==> config.mk <==
export PLATFORM = sky130hd
export DESIGN_NAME = prio_arbiter_flat
export DESIGN_NICKNAME = d
export VERILOG_FILES = /design/src/rtl/prio_arbiter_if.sv /design/src/rtl/prio_arbiter.sv /design/src/flat_wrapper.sv
export SDC_FILE = /design/constraint.sdc
export NUM_CORES = 1
export LEC_CHECK = 0
export ABC_AREA = 1
export BUFFER_PORTS_ARGS = -buffer_cell sky130_fd_sc_hd__buf_2
export CORE_MARGIN = 2
export CORE_UTILIZATION = 30
export CTS_CLUSTER_DIAMETER = 120
export DETAILED_ROUTE_END_ITERATION = 8
export HOLD_SLACK_MARGIN = 0.05
export SETUP_SLACK_MARGIN = 0.3
export SLEW_MARGIN = 20
export SYNTH_ARGS = -nofsm -noshare
export SYNTH_HDL_FRONTEND = slang
export SYNTH_SLANG_ARGS = --single-unit
==> constraint.sdc <==
create_clock -name clk -period 3.1 [get_ports clk]
set_input_delay 0.62 -clock clk [delete_from_list [all_inputs] [get_ports clk]]
set_output_delay 0.62 -clock clk [all_outputs]
set_load 0.02 [all_outputs]
==> src/rtl/prio_arbiter_if.sv <==
// Request/grant bundle between a set of requesters and prio_arbiter.
interface prio_arbiter_if #(
  parameter int N  = 8,
  parameter int CW = 16,
  parameter int W  = $clog2(N)
);
  logic [N-1:0]  req;
  logic          mode;
  logic          ack;
  logic          gnt_valid;
  logic [W-1:0]  gnt_idx;
  logic [N-1:0]  gnt_onehot;
  logic          busy;
  logic [CW-1:0] gnt_cnt;

  modport master (
    output req, mode, ack,
    input  gnt_valid, gnt_idx, gnt_onehot, busy, gnt_cnt
  );

  modport slave (
    input  req, mode, ack,
    output gnt_valid, gnt_idx, gnt_onehot, busy, gnt_cnt
  );
endinterface

==> src/rtl/prio_arbiter.sv <==
// Two-state arbiter: fixed (MSB-first) or round-robin winner, grant held until ack.
// Includes a small invariant checker bound to the registered outputs.
module prio_arbiter_chk #(
  parameter int N = 8,
  parameter int W = 3
) (
  input logic         clk,
  input logic         rst,
  input logic         valid,
  input logic [W-1:0] idx,
  input logic [N-1:0] onehot,
  input logic         busy
);
  localparam logic [N-1:0] OH_ONE  = N'(1);
  localparam logic [N-1:0] OH_ZERO = N'(0);

  a_onehot_matches_idx: assert property (@(posedge clk) disable iff (rst)
    valid |-> (onehot == (OH_ONE << idx)));

  a_onehot_zero_when_idle: assert property (@(posedge clk) disable iff (rst)
    !valid |-> (onehot == OH_ZERO));

  a_busy_tracks_valid: assert property (@(posedge clk) disable iff (rst)
    busy == valid);
endmodule

module prio_arbiter #(
  parameter int N  = 8,
  parameter int CW = 16
) (
  input logic           clk,
  input logic           rst,
  prio_arbiter_if.slave bus
);
  localparam int W = $clog2(N);

  localparam logic [W-1:0]  IDX_ZERO = W'(0);
  localparam logic [W-1:0]  IDX_ONE  = W'(1);
  localparam logic [W-1:0]  IDX_LAST = W'(N - 1);
  localparam logic [N-1:0]  OH_ZERO  = N'(0);
  localparam logic [N-1:0]  OH_ONE   = N'(1);
  localparam logic [CW-1:0] CNT_ZERO = CW'(0);
  localparam logic [CW-1:0] CNT_ONE  = CW'(1);

  typedef enum logic [0:0] {
    ST_IDLE  = 1'b0,
    ST_GRANT = 1'b1
  } state_t;

  state_t        state_r, state_s;
  logic          valid_r, valid_s;
  logic [W-1:0]  idx_r, idx_s;
  logic [N-1:0]  onehot_r, onehot_s;
  logic          busy_r, busy_s;
  logic [CW-1:0] cnt_r, cnt_s;
  logic [W-1:0]  ptr_r, ptr_s;
  logic [W-1:0]  win_s;

  function automatic logic [W-1:0] fixed_winner(input logic [N-1:0] r);
    logic [W-1:0] w;
    w = IDX_ZERO;
    for (int i = 0; i < N; i++) begin
      w = r[i] ? W'(i) : w;
    end
    return w;
  endfunction

  // Scan ptr, ptr+1, ..., wrapping at N; the first set bit wins.
  function automatic logic [W-1:0] rr_winner(input logic [N-1:0] r,
                                             input logic [W-1:0] p);
    logic [W-1:0] w;
    logic         found;
    int           k;
    w     = IDX_ZERO;
    found = 1'b0;
    for (int off = 0; off < N; off++) begin
      k     = int'(p) + off;
      k     = (k >= N) ? (k - N) : k;
      w     = (!found && r[k]) ? W'(k) : w;
      found = found | r[k];
    end
    return w;
  endfunction

  // Winner for the current request vector under the current mode
  always_comb begin
    win_s = IDX_ZERO;
    if (bus.mode) begin
      win_s = rr_winner(bus.req, ptr_r);
    end else begin
      win_s = fixed_winner(bus.req);
    end
  end

  // Next-state and next-output logic
  always_comb begin
    state_s  = state_r;
    valid_s  = valid_r;
    idx_s    = idx_r;
    onehot_s = onehot_r;
    busy_s   = busy_r;
    cnt_s    = cnt_r;
    ptr_s    = ptr_r;
    case (state_r)
      ST_IDLE: begin
        if (|bus.req) begin
          state_s  = ST_GRANT;
          valid_s  = 1'b1;
          busy_s   = 1'b1;
          idx_s    = win_s;
          onehot_s = OH_ONE << win_s;
        end else begin
          valid_s  = 1'b0;
          busy_s   = 1'b0;
          onehot_s = OH_ZERO;
        end
      end
      ST_GRANT: begin
        // The grant is frozen until ack; req and mode are ignored here.
        if (bus.ack) begin
          state_s  = ST_IDLE;
          valid_s  = 1'b0;
          busy_s   = 1'b0;
          onehot_s = OH_ZERO;
          cnt_s    = cnt_r + CNT_ONE;
          ptr_s    = (idx_r == IDX_LAST) ? IDX_ZERO : (idx_r + IDX_ONE);
        end else begin
          state_s  = ST_GRANT;
          valid_s  = valid_r;
          busy_s   = busy_r;
          onehot_s = onehot_r;
        end
      end
      default: begin
        state_s  = ST_IDLE;
        valid_s  = 1'b0;
        busy_s   = 1'b0;
        onehot_s = OH_ZERO;
      end
    endcase
  end

  // State and output registers
  always_ff @(posedge clk or posedge rst) begin
    if (rst) begin
      state_r  <= ST_IDLE;
      valid_r  <= 1'b0;
      idx_r    <= IDX_ZERO;
      onehot_r <= OH_ZERO;
      busy_r   <= 1'b0;
      cnt_r    <= CNT_ZERO;
      ptr_r    <= IDX_ZERO;
    end else begin
      state_r  <= state_s;
      valid_r  <= valid_s;
      idx_r    <= idx_s;
      onehot_r <= onehot_s;
      busy_r   <= busy_s;
      cnt_r    <= cnt_s;
      ptr_r    <= ptr_s;
    end
  end

  assign bus.gnt_valid  = valid_r;
  assign bus.gnt_idx    = idx_r;
  assign bus.gnt_onehot = onehot_r;
  assign bus.busy       = busy_r;
  assign bus.gnt_cnt    = cnt_r;

  prio_arbiter_chk #(.N(N), .W(W)) u_chk (
    .clk    (clk),
    .rst    (rst),
    .valid  (valid_r),
    .idx    (idx_r),
    .onehot (onehot_r),
    .busy   (busy_r)
  );
endmodule

==> src/flat_wrapper.sv <==
// flat-port wrapper written by rule: the top's interface ports become plain ports
module prio_arbiter_flat 
#(
  parameter int N  = 8,
  parameter int CW = 16
)
  (clk, rst, bus_req, bus_mode, bus_ack, bus_gnt_valid, bus_gnt_idx, bus_gnt_onehot, bus_busy, bus_gnt_cnt);
  prio_arbiter_if #(.N(N), .CW(CW)) bus_i ();
  input logic clk;
  input logic rst;
  input wire logic [$bits(bus_i.req)-1:0] bus_req;
  input wire logic [$bits(bus_i.mode)-1:0] bus_mode;
  input wire logic [$bits(bus_i.ack)-1:0] bus_ack;
  output wire logic [$bits(bus_i.gnt_valid)-1:0] bus_gnt_valid;
  output wire logic [$bits(bus_i.gnt_idx)-1:0] bus_gnt_idx;
  output wire logic [$bits(bus_i.gnt_onehot)-1:0] bus_gnt_onehot;
  output wire logic [$bits(bus_i.busy)-1:0] bus_busy;
  output wire logic [$bits(bus_i.gnt_cnt)-1:0] bus_gnt_cnt;
  assign bus_i.req = bus_req;
  assign bus_i.mode = bus_mode;
  assign bus_i.ack = bus_ack;
  assign bus_gnt_valid = bus_i.gnt_valid;
  assign bus_gnt_idx = bus_i.gnt_idx;
  assign bus_gnt_onehot = bus_i.gnt_onehot;
  assign bus_busy = bus_i.busy;
  assign bus_gnt_cnt = bus_i.gnt_cnt;
  prio_arbiter #(.N(N), .CW(CW)) u_core (.clk(clk), .rst(rst), .bus(bus_i));
endmodule
## Word-level counts from Yosys, hierarchy flattened

Index checks and enable logic that the tools add are counted.

| storage, ports and cells | value |
|---|---|
| bits in registers | 32 |
| bits in latches | 0 |
| bits in writable memories | 0 |
| ROM bits | 0 |
| input port bits | 12 |
| output and inout bits | 29 |
| logic and storage cells | 123 |
| memories | 0 |

| cells by class | value |
|---|---|
| $add $sub $neg | 17 |
| multipliers | 0 |
| divide/modulo/power cells | 0 |
| order comparisons | 16 |
| eq/ne operators | 2 |
| shifts and indexed selects | 1 |
| mux-type cells | 57 |
| bitwise operators | 7 |
| reductions and logical operators | 17 |

Operators by type and width:

| operator | count |
|---|---|
| < comparator 32 x 5 -> 1 bit (second input constant) | 8 |
| two-way mux 32 bit | 8 |
| >= comparator 32 x 5 -> 1 bit (second input constant) | 7 |
| subtractor 32 x 5 -> 32 bit (second input constant) | 7 |
| two-way mux 3 bit | 16 |
| binary-select mux 1 bit (select 3 bit) | 8 |
| two-way mux 1 bit | 20 |
| adder 16 x 1 -> 16 bit (second input constant) | 1 |
| adder 3 x 3 -> 4 bit (second input constant) | 4 |
| two-way mux 8 bit | 2 |
| case mux 8 bit (2 select lines) | 1 |
| adder 3 x 2 -> 4 bit (second input constant) | 2 |
| OR reduction 8 bit | 1 |
| left shift 1 x 3 -> 8 bit (first input constant) | 1 |
| logical AND 1 bit | 7 |
| zero test 1 bit | 7 |
| bitwise OR 1 bit | 6 |
| subtractor 3 x 4 -> 5 bit (second input constant) | 1 |
| adder 3 x 1 -> 4 bit (second input constant) | 1 |
| >= comparator 3 x 4 -> 1 bit (second input constant) | 1 |
| case mux 1 bit (2 select lines) | 2 |
| AND reduction 2 bit | 2 |
| adder 3 x 1 -> 3 bit (second input constant) | 1 |
| equality test 3 bit (second input constant) | 1 |
| other kinds (2) | 2 |

## Longest topological paths before layout

| logic depth | value |
|---|---|
| word-level depth | 19 |
| mapped depth | 21 |
| depth with buffers taken out | 20 |

## Worst setup path before layout

No wires, ideal clock.

| timing path | value |
|---|---|
| path type | register to register |
| from | register u_core.ptr_r[0] |
| to | register u_core.onehot_r[5], in the netlist u_core.bus.gnt_onehot[5] |
| library setup time | 0.116 ns |
| data arrival time | 2.274 ns |
| required time | 2.984 ns |
| slack | 0.710 ns |
| cell stages (with the launch flop) | 18 |
| buffers on the path | 1 |
| period minus slack after synthesis | 2.390 ns |
| path through | dfrtp_1 inv_2 buf_6 ha_1 inv_1 nand3_1 nand2_1 nor2_1 a31oi_2 inv_2 nor2_4 nand3_1 nand3_1 nor2_1 nor2_1 nor2_1 nand2_1 nand2_1 |

| between the ends | value |
|---|---|
| longest elaborated chain between the ends | 19 |
| elaborated cells on any way between the ends | 87 |
| those cells by class | 15 x add/sub; 8 x order compare; 1 x shift; 43 x mux; 6 x bitwise; 14 x reduce/logical |

RTL lines:

| what | line | text |
|---|---|---|
| start: declaration | prio_arbiter.sv:56 | `logic [W-1:0] ptr_r, ptr_s;` |
| start signal: assignment | prio_arbiter.sv:160 | `ptr_r <= ptr_s;` |
| adder 3 x 1 -> 4 bit | prio_arbiter.sv:77 | `k = int'(p) + off;` |
| subtractor 32 x 5 -> 32 bit or >= comparator 32 x 5 -> 1 bit (tied branches) | prio_arbiter.sv:78 | `k = (k >= N) ? (k - N) : k;` |
| two-way mux 32 bit | prio_arbiter.sv:78 |  |
| binary-select mux 1 bit (select 3 bit) | prio_arbiter.sv:79, prio_arbiter.sv:80 |  |
| two-way mux 1 bit (implied by the code) (2 in a row) | prio_arbiter.sv:79, prio_arbiter.sv:80 |  |
| bitwise OR 1 bit | prio_arbiter.sv:80 | `found = found \| r[k];` |
| zero test 1 bit or bitwise OR 1 bit (tied branches) | prio_arbiter.sv:79, prio_arbiter.sv:80 |  |
| logical AND 1 bit, or another cell as far along | prio_arbiter.sv:79 | `w = (!found && r[k]) ? W'(k) : w;` |
| two-way mux 3 bit, or another cell as far along (4 in a row) | prio_arbiter.sv:79 |  |
| two-way mux 3 bit or logical AND 1 bit (tied branches) | prio_arbiter.sv:79 |  |
| two-way mux 3 bit * | prio_arbiter.sv:79 |  |
| two-way mux 3 bit * | prio_arbiter.sv:88 | `if (bus.mode) begin` |
| left shift 1 x 3 -> 8 bit * | prio_arbiter.sv:111 | `onehot_s = OH_ONE << win_s;` |
| two-way mux 8 bit * | prio_arbiter.sv:106 | `if (\|bus.req) begin` |
| case mux 8 bit (2 select lines) * | prio_arbiter.sv:104 | `case (state_r)` |
| end signal: assignment | prio_arbiter.sv:157 | `onehot_r <= onehot_s;` |
| end: declaration | prio_arbiter.sv:53 | `logic [N-1:0] onehot_r, onehot_s;` |

Mark *: on every way between the ends. The rest lies on a longest branch, timed or not. The select of a mux whose other input is x is not followed.
A chain may end at the register's enable or synchronous reset.

## Final worst setup path

| timing path | value |
|---|---|
| from | register u_core.ptr_r[1] |
| to | register u_core.onehot_r[3], in the netlist u_core.bus.gnt_onehot[3] |

The elaborated chain is that of the path after synthesis.

==> summary.md <==
| Metric | Value |
|---|---|
| Crit. End Element | flop |
| Final ANT Viol Nets | 0 |
| Worst hold path type | input pin to asynchronous set/reset pin |
| # IOs | 41 |
| WL/cell | 12.5 um |
| Setup CP Type | flop to flop |
| GPL Wtd Cong | 0.920 |
| Number of flops mapped to enable cells by yosys | 0 |
| Register bit total from synthesis | 32 |
| Area growth syn-to-layout | 19.7% |
| Final instance area | 0.00275 sq mm |
| Achievable Freq | 393 MHz |
| Drt first pass iters | 4 |
| Outcome | complete, no violations |
| Register area share after synthesis | 34.9% |
| CTS sink cnt | 32 |
| Worst reg-to-reg path cell count | 17 |
| CTS Root Buffer Type | clkbuf_8 |
| Post-synth top area cell | dfrtp_1 |
| Placed cell area | 0.00261 sq mm |
| Multi-input gate area in the final layout | 0.00135 sq mm |
| CP Launch Type | flop |
| Worst vdd ir | 570 uV |
| CTS tree | built |
| Syn Inst Count | between 300 and 400 |
| Synth top area cells | dfrtp_1, nand2_1, nand3_1, xor2_1, nor2_1 |
| Worst-path clk slew | 70 ps |
| Share of the synthesized area in the top cell type | 34.9% |
| Via Count | 2,276 |
| H-tree levels | 2 |
| # diodes | 0 |
| Worst skew pair latency | roughly 290 ps |
| # port buffers | 40 |
| RSZ-0062 raised after global routing | false |
| R2R setup slack | 560 ps |
| Async S/R FF share, synth | 100% |
| Tcrit/Tclk final | 82.0% |
| Core box area | 0.00733 sq mm |
| Total congestion overflow | 0 |
| Vias/cell | 4.89 |
| Die ar. | 0.00837 sq mm |
| P per Cell Area | 1250 mW/mm^2 |
| Num rows | 31 |
| Hpwl dp | 4.53 mm |
| Final wirelength | about 5.8 mm |
| FF/Latch Area | 802 sq um |
| Drt drc | 0 |
| Post-Synthesis Net Count | ~340 |
| Clock Path Buffers | 2 |
| Reg-to-reg startpoint | u_core.ptr_r[1]$_DFFE_PP0P_ |
| Fin nets | 382 |
| DP Cell Count | 455 |
| Max Cap Viol | 0 |
| Count of final setup violators | 0 |
| Worst-path maximum fanout | 10 |
| Final hold slack | 408 ps |
| Period minus WS final | 2540 ps |
| Overall power | 3.45 mW |
| Clk_skew | 3.93 ps |
| Commonest cells in the netlist | nand2_1, nand3_1, dfrtp_1, nor2_1, inv_1 |
| Filler cells | 785 |
| Number of distinct library cells after synthesis | 33 |
| Initial antenna violation count | 0 |
| Largest net degree at the start of global routing | 33 |
| CP required | 3330 ps |
| Cts bufs inserted | 5 |
| Die Width | roughly 92 um |
| Finished Layout Cells | approximately 470 |
| Slew Viols, Final | 0 |
| First-pass GRT wire length | 10.0 mm |
| Main synth FF type | dfrtp_1 |
| Cell with the most instances after synthesis | nand2_1 |
| TNS Setup | 0 ps |
| Hold Vio Cnt, Final | 0 |
| Vias in the first global route | 2,250 |
| Lkg Pwr | 1.48 nW |
| Total track usage | between 10 and 15% |
| Starting Density | 31.3% |
| Tightest Pin Transition | 605 ps |
| Ys Warns | 0 |
| Initial DRC count | ~100 |
| Die span in y | between 90 and 100 um |
| Max-slew headroom | roughly three fifths |
| Share of layout cells above drive strength 1 | 23.5% |
| Syn Area/Cell | 7.22 sq um |
| R2r endpoint | u_core.bus.gnt_onehot[3]$_DFFE_PP0P_ |
| Critical path arrival | 2770 ps |
| Cell Area, Synth | between 0.002 and 0.0025 sq mm |
-- worst max-delay path: stages (launching register included) --
cell,delay (ps)
dfrtp_2,460
inv_4,130
ha_2,330
inv_2,130
nand3_2,140
nand3_2,110
nand2_2,90
nor2_8,160
nand3_1,90
nand2_1,90
nand2_1,50
nor2_1,100
nand2_1,110
o21ai_2,200
nand3_2,100
inv_2,80
nand2_1,50
nand2_1,60
-- layout by cell type (no fill, tap or decap), types with 3 or more instances in the layout --
master,count
buf_2,40
buf_4,5
clkbuf_8,5
dfrtp_1,31
ha_1,4
inv_1,29
inv_2,4
nand2_1,90
nand2_2,9
nand3_1,41
nand3_2,5
nand4_1,14
nor2_1,31
nor3_1,4
o21ai_0,5
o21ai_1,6
xnor2_1,3
xor2_1,14
-- how the worst max path moves through the flow --
stage                                startpoint                              endpoint  slack [ps]
floorplan           u_core.ptr_r[0]$_DFFE_PP0P_  u_core.bus.gnt_onehot[5]$_DFFE_PP0P_         710
global placement    u_core.ptr_r[1]$_DFFE_PP0P_  u_core.bus.gnt_onehot[2]$_DFFE_PP0P_         390
detailed placement  u_core.ptr_r[1]$_DFFE_PP0P_  u_core.bus.gnt_onehot[6]$_DFFE_PP0P_         350
CTS                 u_core.ptr_r[1]$_DFFE_PP0P_  u_core.bus.gnt_onehot[6]$_DFFE_PP0P_         330
global route        u_core.ptr_r[1]$_DFFE_PP0P_  u_core.bus.gnt_onehot[5]$_DFFE_PP0P_         300
finish              u_core.ptr_r[1]$_DFFE_PP0P_  u_core.bus.gnt_onehot[3]$_DFFE_PP0P_         560
-- layout make-up --
| cell class | count | area share (%) |
|---|---|---|
| Timing Repair Buffer | 45 | 8.64 |
| Tap cell | 99 | 4.50 |
| Clock inverter | 3 | 1.55 |
| Multi-Input combinational cell | 247 | 48.9 |
| Sequential cell | 32 | 29.2 |
| Inverter | 34 | 4.73 |
| Clock buffer | 5 | 2.50 |
-- timing repair --
action | in CTS | in global routing
hold buffers | 0 | 0
buffers inserted | 0 | 2
resized for setup | 0 | 7
setup endpoints to repair | 0 | 11
-- flip-flops by register name (all words and copies together) (netlist names) --
register / cells
u_core.bus.gnt_onehot: 8
u_core.ptr_r: 3
u_core.bus.gnt_cnt: 16
u_core.state_r: 1
u_core.bus.gnt_idx: 3
u_core.bus.gnt_valid: 1
-- stage by stage --
step | utilization (%) | setup slack [ps]
2_1_floorplan | - | 710
3_3_place_gp | 35.5 | 389
3_5_place_dp | 35.5 | 354
4_1_cts | 37.1 | 327
5_1_grt | 37.5 | 303
6_report | 37.5 | 557
-- report_power, final --
group          leakage, nW  switching (mW)  total, mW  internal [mW]
clock               0.0541           0.160      0.398          0.238
combinational         1.04            1.60       2.33          0.726
sequential           0.388           0.158      0.722          0.565
-- logic make-up after synthesis --
logic type	count (synthesis)	share of synthesized area [%]
flops	32	34.9
fa+ha+maj	5	2.72
simple gates	203	41.7
xor+xnor	19	7.90
buf+inv	39	7.35
compound gates	20	5.50
-- layer usage --
layer / vias up / wire, um / track usage, %
met5: - / 0 / 0
met1: 1039 / 2710 / 18.9
met3: 20 / 361 / 3.07
li1: 1127 / - / -
met4: 0 / 167 / 5.81
met2: 90 / 2570 / 23.7
Note: power is estimated with default switching activity, not from simulation.
